`config.mk`:
```
export PLATFORM = sky130hd
export DESIGN_NAME = alu_arbiter
export DESIGN_NICKNAME = d
export VERILOG_FILES = /design/src/rtl/alu_arbiter.sv
export SDC_FILE = /design/constraint.sdc
export NUM_CORES = 1
export LEC_CHECK = 0
export ABC_AREA = 1
export CELL_PAD_IN_SITES_DETAIL_PLACEMENT = 1
export CELL_PAD_IN_SITES_GLOBAL_PLACEMENT = 2
export CORE_MARGIN = 3
export CORE_UTILIZATION = 20
export DETAILED_ROUTE_END_ITERATION = 6
export GPL_TIMING_DRIVEN = 1
export PLACE_DENSITY_LB_ADDON = 0.1
export RECOVER_POWER = 50
export SETUP_SLACK_MARGIN = 0.3
export SYNTH_ARGS = -nofsm -noshare
export SYNTH_HDL_FRONTEND = slang
export SYNTH_SLANG_ARGS = --single-unit
```
`constraint.sdc`:
```
create_clock -name clk -period 2 [get_ports clk]
set_clock_uncertainty 0.1 [all_clocks]
set_input_delay 0.6 -clock clk [delete_from_list [all_inputs] [get_ports clk]]
set_output_delay 0.6 -clock clk [all_outputs]
set_load 0.02 [all_outputs]
```
`src/rtl/alu_arbiter.sv`:
```
// Two-port round-robin front end for a shared combinational ALU.
// Operands are registered and held, and the ALU result comes back through a single-entry response register.
module alu_arbiter #(
  parameter int N       = 32,
  parameter int MUL_LAT = 2
) (
  input  logic         clk,
  input  logic         n_reset,
  input  logic         req0_valid,
  output logic         req0_ready,
  input  logic [N-1:0] req0_op1,
  input  logic [N-1:0] req0_op2,
  input  logic [2:0]   req0_sel,
  output logic         rsp0_valid,
  input  logic         rsp0_ready,
  input  logic         req1_valid,
  output logic         req1_ready,
  input  logic [N-1:0] req1_op1,
  input  logic [N-1:0] req1_op2,
  input  logic [2:0]   req1_sel,
  output logic         rsp1_valid,
  input  logic         rsp1_ready,
  output logic [N-1:0] rsp_q,
  output logic [N-1:0] alu_op1,
  output logic [N-1:0] alu_op2,
  output logic [2:0]   alu_sel,
  input  logic [N-1:0] alu_q,
  output logic         busy
);

  typedef enum logic [1:0] {IDLE, EXEC, HOLD} state_e;

  localparam logic [2:0] SelMul = 3'd2;
  localparam logic [3:0] MulCnt = 4'(MUL_LAT - 1);

  state_e         state_q, state_d;
  logic           prio_q, prio_d;
  logic           id_q, id_d;
  logic [3:0]     cnt_q, cnt_d;
  logic [N-1:0]   op1_q, op1_d;
  logic [N-1:0]   op2_q, op2_d;
  logic [2:0]     sel_q, sel_d;
  logic [N-1:0]   rsp_data_q, rsp_data_d;
  logic           grant0, grant1;

  // prio_q == 1 means port 1 wins a tie
  assign grant0 = req0_valid && (!req1_valid || !prio_q);
  assign grant1 = req1_valid && (!req0_valid ||  prio_q);

  always_ff @(posedge clk or negedge n_reset) begin
    if (!n_reset) begin
      state_q    <= IDLE;
      prio_q     <= 1'b0;
      id_q       <= 1'b0;
      cnt_q      <= '0;
      op1_q      <= '0;
      op2_q      <= '0;
      sel_q      <= '0;
      rsp_data_q <= '0;
    end else begin
      state_q    <= state_d;
      prio_q     <= prio_d;
      id_q       <= id_d;
      cnt_q      <= cnt_d;
      op1_q      <= op1_d;
      op2_q      <= op2_d;
      sel_q      <= sel_d;
      rsp_data_q <= rsp_data_d;
    end
  end

  always_comb begin
    state_d    = state_q;
    prio_d     = prio_q;
    id_d       = id_q;
    cnt_d      = cnt_q;
    op1_d      = op1_q;
    op2_d      = op2_q;
    sel_d      = sel_q;
    rsp_data_d = rsp_data_q;
    case (state_q)
      IDLE: begin
        if (grant0 || grant1) begin
          id_d    = grant1;
          op1_d   = grant1 ? req1_op1 : req0_op1;
          op2_d   = grant1 ? req1_op2 : req0_op2;
          sel_d   = grant1 ? req1_sel : req0_sel;
          cnt_d   = (sel_d == SelMul) ? MulCnt : 4'd0;
          state_d = EXEC;
        end
      end
      EXEC: begin
        if (cnt_q != 4'd0) begin
          cnt_d = cnt_q - 4'd1;
        end else begin
          rsp_data_d = alu_q;
          state_d    = HOLD;
        end
      end
      HOLD: begin
        // Only the owning port's consumer can release the response register
        if (id_q ? rsp1_ready : rsp0_ready) begin
          prio_d  = ~id_q;
          state_d = IDLE;
        end
      end
      default: state_d = IDLE;
    endcase
  end

  always_comb begin
    req0_ready = n_reset && (state_q == IDLE) && grant0;
    req1_ready = n_reset && (state_q == IDLE) && grant1;
    rsp0_valid = (state_q == HOLD) && !id_q;
    rsp1_valid = (state_q == HOLD) &&  id_q;
    busy       = (state_q != IDLE);
    rsp_q      = rsp_data_q;
    alu_op1    = op1_q;
    alu_op2    = op2_q;
    alu_sel    = sel_q;
  end

endmodule
```
==> flow_summary.json <==
{
  "power_density_nw_per_um2": 1450,
  "final_cell_count_no_fill": 1184,
  "ys_types": 19,
  "setup_viol": 3,
  "cts.sinks": 107,
  "yosys.area.top_type": "dfrtp_1",
  "dp_hpwl_um": 14200,
  "cp-start-kind": "flop",
  "tightest_slew_ns": 1.23,
  "synth.cell_area_um2": 4730,
  "clk_latency_ns": 0.34,
  "total_power_uw": 12300,
  "synth_edf_count": 0,
  "yosysSeqAreaShare_pct": 56.6,
  "hold_viol_final": 0,
  "io_buffers": 275,
  "drc": 0,
  "viasPerCell": 4.26,
  "cts_buffers": 9,
  "io_pins": 276,
  "drt-wirelength-per-cell_um": 17.4,
  "worstHoldStart": "rsp_q[2]",
  "violations": "setup timing",
  "fp.coreArea_um2": 22900,
  "cts_buffer_depth": 2,
  "cp_top_family": "buffers and inverters",
  "vias": 5049,
  "fin_area_um2": 8480,
  "rows": 55,
  "worstPathRequired_ns": 2.14,
  "slew_viol_final": 0,
  "arrival_ns": 2.14,
  "ys_top_cells_by_count": "nand2_1 (119), dfrtp_1 (107), o21ai_0 (101)",
  "place_congestion": 0.762,
  "track_usage_pct": 14.9,
  "syn_nets": 749,
  "holdPathEnd": "rsp_q[2]",
  "synth_area_leaders": "dfrtp_1 (57%), o21ai_0 (11%), nand2_1 (9.4%), o21ai_1 (6.9%), nor2_1 (6.2%)",
  "grt_antenna_before_repair": 0,
  "syn_to_final_growth_pct": 79.2,
  "diodes": 0,
  "die_h_um": 160,
  "p_leak_uw": 0.00379,
  "start_util_pct": 20.6,
  "crit_buf_inv": 4,
  "clk_pin_slew_worst_paths_ns": 0.08,
  "min_period_over_period_pct": 100,
  "r2r_slack_ns": -0.004,
  "synth.most_common_cell": "nand2_1",
  "seqCellArea_um2": 2680,
  "cp_cell_sequence": "inv_2, nand2_8, nand2_8, buf_16, clkinv_8, buf_16, nor2_4, o21ai_2",
  "finalWorstSetupSlack_ns": -0.00398,
  "yosys_warnings": 0,
  "first_global_vias": 5461,
  "die_area_um2": 25500,
  "cts.root.buffer_cell": "clkbuf_16",
  "tns_ns": -0.0105,
  "startpoint": "prio_q",
  "maxCapViolations": 0,
  "synth_seq_cells": 107,
  "hold_path_depth": 2,
  "place_area_um2": 8020,
  "hold_path_class": "flop to flop",
  "netlist_instances": 575,
  "relSlewSlack_pct": 18.2,
  "synth_top_area_share_pct": 56.6,
  "detail-route-antenna-nets": 0,
  "avgSynthCellArea_um2": 8.23,
  "path_depth": 8,
  "multi_input_area_um2": 2220,
  "cts_hold_buffers": 0,
  "wl_um": 20600,
  "htree_levels": 3,
  "synth-main-ff-cell": "dfrtp_1",
  "holdWs_ns": 0.382,
  "cts_tree": "done",
  "drt_pass1_iterations": 4,
  "nNetsFinal": 1040,
  "rsz0062_at_grt": "true",
  "drive_gt1_share_pct": 25.1,
  "r2r_cells": 8,
  "r2r_start": "prio_q",
  "cp-end-kind": "flop",
  "status": "finished, violations left",
  "initialDrtViolationCount": 141,
  "max_freq_mhz": 499,
  "crit_type": "flop to flop",
  "nFillCells": 2680,
  "ir_drop_uv": 418,
  "max_stage_delay_ns": 0.42,
  "placedCellCount": 1153,
  "grt_max_degree": 66,
  "fin_crit_ns": 2.00,
  "die_x_um": 160,
  "overflow": 0,
  "critPathMaxFanout": 65,
  "synth_async_sr_flop_share_pct": 100,
  "worst_path_max_delay_cell": "dfrtp_1",
  "grt_pass1_wl_um": 30400,
  "r2r-end": "alu_op2[19]"
}
[routing by layer]
| layer | vias to the layer above | share of wire [%] | track usage, % |
|---|---|---|---|
| li1 | 2435 | - | - |
| met1 | 2434 | 40 | 17.2 |
| met2 | 156 | 52 | 26.2 |
| met3 | 24 | 6.5 | 5.19 |
| met4 | 0 | 2.1 | 4.30 |
| met5 | - | 0 | 0 |
[sequential cells by signal, indices dropped and copies added, names as in the netlist]
signal,flops
state_q,2
alu_op1,32
cnt_q,4
alu_sel,3
alu_op2,32
prio_q,1
id_q,1
rsp_q,32
[metrics by stage]
step	utilization, %	setup WS, ns
after floorplan	-	0.179
after global placement	35.0	-0.847
after detailed placement	35.0	-0.878
after CTS	34.4	0.0447
after global routing	37.0	-0.0483
final	37.0	-0.00398
[worst register-to-register path: stages, from the launching register on]
cell and delay, ns:
dfrtp_1 0.42, inv_2 0.11, nand2_8 0.07, nand2_8 0.09, buf_16 0.22, clkinv_8 0.19
buf_16 0.24, nor2_4 0.38, o21ai_2 0.07
[cell type report]
| type | count | area share [%] |
|---|---|---|
| Multi-Input combinational cell | 383 | 26.2 |
| Clock inverter | 6 | 0.826 |
| Tap cell | 313 | 4.62 |
| Sequential cell | 107 | 31.6 |
| Clock buffer | 10 | 2.82 |
| Timing Repair Buffer | 315 | 31.6 |
| Inverter | 50 | 2.36 |
[how the worst max path moves through the flow]
| stage | end | slack [ns] |
|---|---|---|
| floorplan | req1_ready | 0.18 |
| global placement | req1_ready | -0.85 |
| detailed placement | req1_ready | -0.88 |
| CTS | req1_ready | 0.04 |
| global route | alu_op2[9] | -0.05 |
| finish | alu_op2[19] | -0.004 |
[power by group]
group	switching (uW)	internal [uW]
logic	4130	2480
registers	562	3250
clock network	885	1020
[layout by cell type (no fill, tap or decap), types with 3 or more instances in the layout]
master / Yosys / final
clkbuf_16: 0 / 12
o21ai_0: 101 / 96
clkdlybuf4s50_1: 0 / 167
nand2_1: 119 / 114
inv_2: 3 / 5
o21ai_1: 65 / 53
nor2_1: 78 / 24
nor2_2: 0 / 4
buf_4: 1 / 20
nand3_1: 9 / 8
buf_2: 20 / 72
dfrtp_1: 107 / 107
buf_12: 0 / 4
nor2_4: 1 / 51
a21oi_1: 3 / 3
clkbuf_4: 0 / 3
clkbuf_1: 12 / 30
buf_6: 1 / 11
o21ai_2: 0 / 17
inv_1: 47 / 44
[timing repair]
item,CTS,global route
pin swaps,3,63
buffers inserted,3,6
endpoints found under the setup margin,177,73
gates resized for setup,446,143
cloned,0,6
hold endpoints to repair,0,0
[cell families (layout without fill, tap and decap cells)]
kind of cell,count (synthesis),count (layout),synth area share (%)
and+or+nand+nor,209,209,17.0
AOI/OAI and AO/OA,171,171,18.1
DFF,107,107,56.6
buffers and inverters,85,381,7.54
adders and majority gates,2,2,0.529
xor gates and xnor gates,1,1,0.185
Note: power is estimated with default switching activity, not from simulation.
